$ cat config.mk
export PLATFORM = sky130hd
export DESIGN_NAME = gpr_wb_arbiter
export DESIGN_NICKNAME = d
export VERILOG_FILES = /design/src/rtl/gpr_wb_arbiter_pkg.sv /design/src/rtl/gpr_wb_arbiter_wb_fifo.sv /design/src/rtl/gpr_wb_arbiter.sv
export SDC_FILE = /design/constraint.sdc
export NUM_CORES = 1
export LEC_CHECK = 0
export ABC_AREA = 0
export BUFFER_PORTS_ARGS = -buffer_cell sky130_fd_sc_hd__buf_2
export CORE_MARGIN = 2
export CORE_UTILIZATION = 58
export CTS_CLUSTER_SIZE = 14
export DETAILED_ROUTE_END_ITERATION = 7
export PLACE_DENSITY = 0.85
export SLEW_MARGIN = 20
export SYNTH_ARGS = -nofsm -noshare
export SYNTH_HDL_FRONTEND = slang
export SYNTH_HIERARCHICAL = 1
export SYNTH_SLANG_ARGS = --single-unit
$ cat constraint.sdc
create_clock -name clk -period 8.1 [get_ports clk]
set_input_delay 1.62 -clock clk [delete_from_list [all_inputs] [get_ports clk]]
set_output_delay 1.62 -clock clk [all_outputs]
set_load 0.01 [all_outputs]
$ cat src/rtl/gpr_wb_arbiter_pkg.sv
// rtl/gpr_wb_arbiter_pkg.sv - shared widths and write-port encodings for the GPR write-back path
package gpr_wb_arbiter_pkg;

    localparam int WORD_WIDTH     = 32;
    localparam int GPR_ADDR_WIDTH = 5;

    // Register file write enable is active low.
    localparam logic WRITE = 1'b0;
    localparam logic READ  = 1'b1;

    localparam logic [GPR_ADDR_WIDTH-1:0] X0_INDEX = '0;

endpackage

$ cat src/rtl/gpr_wb_arbiter_wb_fifo.sv
// rtl/gpr_wb_arbiter_wb_fifo.sv - in-order LSU result FIFO exposing its entries for pending compare
module wb_fifo #(
    parameter int WORD_WIDTH = 32,
    parameter int ADDR_WIDTH = 5,
    parameter int DEPTH      = 2
) (
    input  logic                             clk,
    input  logic                             rst_n,
    input  logic                             push,
    input  logic [ADDR_WIDTH-1:0]            push_rd,
    input  logic [WORD_WIDTH-1:0]            push_data,
    input  logic                             pop,
    output logic [ADDR_WIDTH-1:0]            head_rd,
    output logic [WORD_WIDTH-1:0]            head_data,
    output logic                             full,
    output logic                             empty,
    output logic [$clog2(DEPTH):0]           count,
    output logic [DEPTH-1:0][ADDR_WIDTH-1:0] entry_rd,
    output logic [DEPTH-1:0]                 entry_valid
);

    localparam int PW = $clog2(DEPTH);
    localparam int CW = PW + 1;

    logic [PW-1:0]         wr_ptr;
    logic [PW-1:0]         rd_ptr;
    logic [CW-1:0]         count_q;
    logic [DEPTH-1:0]      valid_q;
    logic [ADDR_WIDTH-1:0] rd_mem   [DEPTH];
    logic [WORD_WIDTH-1:0] data_mem [DEPTH];
    logic                  do_push;
    logic                  do_pop;

    assign full    = (count_q == CW'(DEPTH));
    assign empty   = (count_q == '0);
    assign do_push = push && !full;
    assign do_pop  = pop && !empty;

    assign count       = count_q;
    assign head_rd     = rd_mem[rd_ptr];
    assign head_data   = data_mem[rd_ptr];
    assign entry_valid = valid_q;

    // Flatten the destination array so the top can compare every slot.
    always_comb begin
        entry_rd = '0;
        for (int i = 0; i < DEPTH; i++) begin
            entry_rd[i] = rd_mem[i];
        end
    end

    // Pointers, occupancy and per-slot valid bits; pointers wrap on power-of-two depth.
    always_ff @(posedge clk or negedge rst_n) begin
        if (!rst_n) begin
            wr_ptr  <= '0;
            rd_ptr  <= '0;
            count_q <= '0;
            valid_q <= '0;
        end else begin
            if (do_pop) begin
                rd_ptr          <= rd_ptr + PW'(1);
                valid_q[rd_ptr] <= 1'b0;
            end
            if (do_push) begin
                wr_ptr          <= wr_ptr + PW'(1);
                valid_q[wr_ptr] <= 1'b1;
            end
            if (do_push && !do_pop) begin
                count_q <= count_q + CW'(1);
            end else if (do_pop && !do_push) begin
                count_q <= count_q - CW'(1);
            end
        end
    end

    // Payload storage needs no reset; slot validity is tracked separately.
    always_ff @(posedge clk) begin
        if (do_push) begin
            rd_mem[wr_ptr]   <= push_rd;
            data_mem[wr_ptr] <= push_data;
        end
    end

endmodule

$ cat src/rtl/gpr_wb_arbiter.sv
// rtl/gpr_wb_arbiter.sv - merges ALU and LSU results onto the single GPR write port
module gpr_wb_arbiter
    import gpr_wb_arbiter_pkg::*;
#(
    parameter int WORD_WIDTH = gpr_wb_arbiter_pkg::WORD_WIDTH,
    parameter int ADDR_WIDTH = GPR_ADDR_WIDTH,
    parameter int LSU_DEPTH  = 2
) (
    input  logic                       clk,
    input  logic                       rst_n,
    input  logic                       alu_valid,
    input  logic [ADDR_WIDTH-1:0]      alu_rd,
    input  logic [WORD_WIDTH-1:0]      alu_data,
    input  logic                       lsu_valid,
    output logic                       lsu_ready,
    input  logic [ADDR_WIDTH-1:0]      lsu_rd,
    input  logic [WORD_WIDTH-1:0]      lsu_data,
    output logic                       we_,
    output logic [ADDR_WIDTH-1:0]      wr_addr,
    output logic [WORD_WIDTH-1:0]      wr_data,
    input  logic [ADDR_WIDTH-1:0]      chk_addr,
    output logic                       chk_pending,
    output logic [$clog2(LSU_DEPTH):0] lsu_cnt
);

    logic                                 fifo_full;
    logic                                 fifo_empty;
    logic [ADDR_WIDTH-1:0]                head_rd;
    logic [WORD_WIDTH-1:0]                head_data;
    logic [LSU_DEPTH-1:0][ADDR_WIDTH-1:0] entry_rd;
    logic [LSU_DEPTH-1:0]                 entry_valid;

    logic                  alu_live;
    logic                  lsu_live;
    logic                  do_write;
    logic                  do_pop;
    logic                  do_push;
    logic [ADDR_WIDTH-1:0] sel_addr;
    logic [WORD_WIDTH-1:0] sel_data;

    // Ready comes only from registered occupancy, so no pop-through when full.
    assign lsu_ready = !fifo_full;
    assign alu_live  = alu_valid && (alu_rd != ADDR_WIDTH'(X0_INDEX));
    // x0 LSU transfers still handshake but are dropped here.
    assign lsu_live  = lsu_valid && lsu_ready && (lsu_rd != ADDR_WIDTH'(X0_INDEX));

    // Priority select: ALU, then FIFO head, then LSU bypass; leftover LSU results are queued.
    always_comb begin
        do_write = 1'b0;
        do_pop   = 1'b0;
        do_push  = 1'b0;
        sel_addr = wr_addr;
        sel_data = wr_data;
        if (alu_live) begin
            do_write = 1'b1;
            sel_addr = alu_rd;
            sel_data = alu_data;
            do_push  = lsu_live;
        end else if (!fifo_empty) begin
            do_write = 1'b1;
            do_pop   = 1'b1;
            sel_addr = head_rd;
            sel_data = head_data;
            do_push  = lsu_live;
        end else if (lsu_live) begin
            do_write = 1'b1;
            sel_addr = lsu_rd;
            sel_data = lsu_data;
        end
    end

    // Decode interlock: any valid queued entry whose destination matches; x0 never pends.
    always_comb begin
        chk_pending = 1'b0;
        for (int i = 0; i < LSU_DEPTH; i++) begin
            if (entry_valid[i] && (entry_rd[i] == chk_addr)) begin
                chk_pending = 1'b1;
            end
        end
        if (chk_addr == ADDR_WIDTH'(X0_INDEX)) begin
            chk_pending = 1'b0;
        end
    end

    // Registered write port; address and data hold when idle.
    always_ff @(posedge clk or negedge rst_n) begin
        if (!rst_n) begin
            we_     <= READ;
            wr_addr <= '0;
            wr_data <= '0;
        end else if (do_write) begin
            we_     <= WRITE;
            wr_addr <= sel_addr;
            wr_data <= sel_data;
        end else begin
            we_     <= READ;
        end
    end

    wb_fifo #(
        .WORD_WIDTH (WORD_WIDTH),
        .ADDR_WIDTH (ADDR_WIDTH),
        .DEPTH      (LSU_DEPTH)
    ) u_wb_fifo (
        .clk         (clk),
        .rst_n       (rst_n),
        .push        (do_push),
        .push_rd     (lsu_rd),
        .push_data   (lsu_data),
        .pop         (do_pop),
        .head_rd     (head_rd),
        .head_data   (head_data),
        .full        (fifo_full),
        .empty       (fifo_empty),
        .count       (lsu_cnt),
        .entry_rd    (entry_rd),
        .entry_valid (entry_valid)
    );

endmodule

==> metrics list <==
- Summed over all layers, the global routing overflow is 0.
* Die outline height: 101 microns
- Root buffer selected by CTS: clkbuf_8
- TritonCTS built the clock tree.
- Summing every instance area after synthesis gives 5470 sq um.
- STA puts the critical path data required time at 6480 ps.
* Clock Path Buffers: 2
* Max_cap viols: 0
- Entering global routing, the biggest net connects 45 pins.
- Pwr Total: 2.49 mW
- The area growth from synthesis to layout is 23.6%.
* Share of post-route cells with drive strength above 1: 63.4%
- Number of warning messages in the yosys log: 6
* Total placed cells including tap cells: 557
- TNS Setup: 0 ps
- Sorting the synthesized cells by area gives the leading types as edfxtp_1 41%, mux2_2 25%, dfrtp_1 20%, mux2_4 5.2%, xor2_1 1.6%.
- Final wirelength: 10.8 mm
- In this run, post-CTS hold repair placed 0 buffers.
- The first routing iteration left 123 violations.
- Worst vdd rail ir drop: about 0.00023 V
- The run finished with clean final reports.
- In the routed design, unresolved DRC markers number 0.
- TritonCTS created 17 clock buffers.
* # nets final: approximately 550
- Counting flops and latches in the post-synthesis netlist gives 118.
* Latest clock arrival within the worst-skew pair: 520 ps
* Drt pass-1 iters: 4
- Of the post-synthesis cell area, the dominant cell type holds 40.7%.
- Number of nets with antenna violations after detailed routing: 0
- Summed over all nets, the switching power comes to 734 uW.
- STA classifies the critical path startpoint as an input pin.
* Delay contributed by the slowest stage of the critical path: about 280 ps
- After layout, the minimum clock period comes to ~4200 ps.
- Non-filler cells, final: 589
* Critical path class: in -> out
- Of all nets on the critical path, the largest fanout is 3.
* Cell-by-cell trace of the critical path: buf_2 > xor2_1 > nor4_1 > nand3_1 > a21oi_1 > buf_2
- Dividing the detail-routed wire length by the instance count gives 18.4 microns.
- Summed over all nets, the half-perimeter wirelength after detailed placement is about 6.9 mm.
- Synthesis handed over a netlist of 334 instances.
- The number of antenna violations at the first check in global routing was 0.
* Arrival time at the worst endpoint: roughly 2600 ps
* Worst Hold Slack: 506 ps
- Final period util: 51.7%
* Initial standard-cell utilization of the core: 59.4%
- Final GP Congestion: 0.916
- Buffer and inverter count on the worst path: 2
- Count of cell types in the netlist: 29
- Family with the most delay on the worst path: simple AND/OR/NAND/NOR gates
- STA classifies the critical path endpoint as an output port.
- Internal Pwr Total: 1.76 mW
- In this run switching power makes up 29.4% of total power.
- Static leakage: around 2.8 nW
- Number of nets produced by synthesis: about 420
- Buffers added to address setup during post-CTS repair amount to 0.
- Synth Area per Inst: 16.4 sq um
- Total setup violations reported at the end of the flow: 0
- Global routing consumed, over all layers together, roughly 23% of the routing resources.
- The tightest min-delay check is of the reg -> reg type.
- RSZ-0062 raised after global routing: no
- The clock drives 118 sinks.
- CTS built an H-tree with a depth of 4.
* Row Count: 35
* Total count of max-transition violations in the final report: 0
* Clock Skew: 7.71 ps
- The share of total power dissipated in the clock network is 27.9%.
- The first global-routing pass estimated about 17 mm of wire.
- Pwr dens: 369 nW/um^2
- Slew of the pin with the lowest slew margin: around 990 ps
- Total vias in the final route: about 3200
- For this run, the top clock speed supported by timing is 0.239 GHz.
- The final-report hold violation count is 0.
- Headroom to the max-slew limit came out at between 30 and 40%.
- Fin util: 73.5%
- The floorplan step defined a die boundary enclosing approximately 10000 sq um.
- The share of the Yosys chip area taken by registers is 60.8%.
* Flop pwr share: 39.4%
* PostCTS Resize Cnt: 0
* Overall die width: 101 microns
* Io pins: 125
- After clock tree synthesis, the clock-pin slew on the worst setup and hold paths is 50 ps.
- Combinational power share: about a third
- Critical Path Most Common Cell: buf_2
- Vias in the first global route: 3425
- The region available for standard cell placement spans ~9200 sq um.
- The number of antenna diodes in the final layout is 0.
- In this run the tool buffered the top-level ports with between 100 and 150 buffer cells.
* Routed vias/inst: 5.46
- Among all stages on the critical path, the largest delay is contributed by nor4_1.
- Of all cell types, the one taking the most synthesized area is edfxtp_1.
==> cell usage in the layout (no fill, tap or decap), types with 2 or more instances in the layout <==
cell,instances
buf_2,123
clkbuf_16,16
mux2_2,119
mux2i_1,5
clkbuf_1,3
dfrtp_1,42
clkinv_2,5
nand3_1,2
bufinv_16,2
xor2_1,10
inv_1,5
or4_1,2
buf_4,4
nor4_1,2
a21oi_1,2
nand2_1,6
mux2_4,19
clkbuf_8,3
nor2_4,2
clkinvlp_4,2
o21ai_0,7
nor2_1,3
nand2b_1,2
xnor2_1,5
edfxtp_1,74
==> state kept, by name, summed over array words and instances, names as in the netlist <==
signal                 flops
wr_addr                    5
u_wb_fifo/count            2
wr_data                   32
u_wb_fifo/entry_valid      2
u_wb_fifo/rd_mem          10
u_wb_fifo/data_mem        64
we_                        1
u_wb_fifo/rd_ptr           1
u_wb_fifo/wr_ptr           1
==> final timing paths <==
path,startpoint,end,slack [ps],depth (start not counted)
setup / recovery,chk_addr[0],chk_pending,3910,6
hold / removal,wr_data[9]$_DFFE_PN0P_,wr_data[9]$_DFFE_PN0P_,510,1
setup reg to reg,u_wb_fifo/count[0]$_DFFE_PN0P_,wr_addr[4]$_DFFE_PN0P_,5360,5
hold reg to reg,wr_data[9]$_DFFE_PN0P_,wr_data[9]$_DFFE_PN0P_,510,1
max in group asynchronous,rst_n,u_wb_fifo/rd_ptr$_DFFE_PN0P_,6540,1
min in group asynchronous,rst_n,wr_data[5]$_DFFE_PN0P_,1120,1
==> through the flow <==
step,area (sq um),setup slack (ps)
after floorplan,5470,3630
after global placement,6170,3660
after detailed placement,6200,3600
after CTS,6760,3910
after global routing,6760,3770
final,6760,3910
==> cells in the mapped netlist, drive strengths merged <==
master / number
mux2: 138
edfxtp: 74
dfrtp: 43
buf: 12
o21ai: 10
xor2: 10
nand2: 6
inv: 5
mux2i: 5
nor2: 5
xnor2: 5
clkbuf: 4
nand3: 3
or4: 3
a21oi: 2
nand2b: 2
nor4: 2
and3: 1
dfstp: 1
ha: 1
o211ai: 1
o21a: 1
==> cell families after synthesis <==
family / synth area share (%)
flip-flops: 60.8
XOR/XNOR: 2.40
buffers and inverters: 2.17
adder cells (fa/ha/maj): 0.229
AO/OA/AOI/OAI: 1.65
AND/OR/NAND/NOR: 2.08
multiplexers: 30.6
==> per-layer routing <==
metal | share of wire, % | wire length [microns] | GRT usage [%] | up-vias
li1 | - | - | - | 1519
met1 | 42 | 4560 | 28.1 | 1589
met2 | 51 | 5490 | 36.9 | 90
met3 | 5.1 | 552 | 7.07 | 18
met4 | 2.1 | 222 | 9.56 | 0
met5 | 0 | 0 | 0 | -
==> power groups by stage <==
stage                     clock, mW  combinational (mW)  sequential [mW]
final                         0.696               0.815            0.984
after global routing          0.737               0.885             1.01
after CTS                     0.703               0.823            0.987
after detailed placement          0               0.816            0.993
after global placement            0               0.785            0.985
after floorplan                   0               0.574            0.976
==> area by class of cell <==
| type | count | area, sq um |
|---|---|---|
| clock buffer | 22 | 453 |
| clock inverter | 10 | 104 |
| fill | 622 | 2440 |
| inverter | 5 | 18.8 |
| multi-input combinational | 195 | 2040 |
| sequential | 118 | 3330 |
| tap | 111 | 139 |
| timing repair buffer | 128 | 673 |
Power figures use the tool's default switching activity.
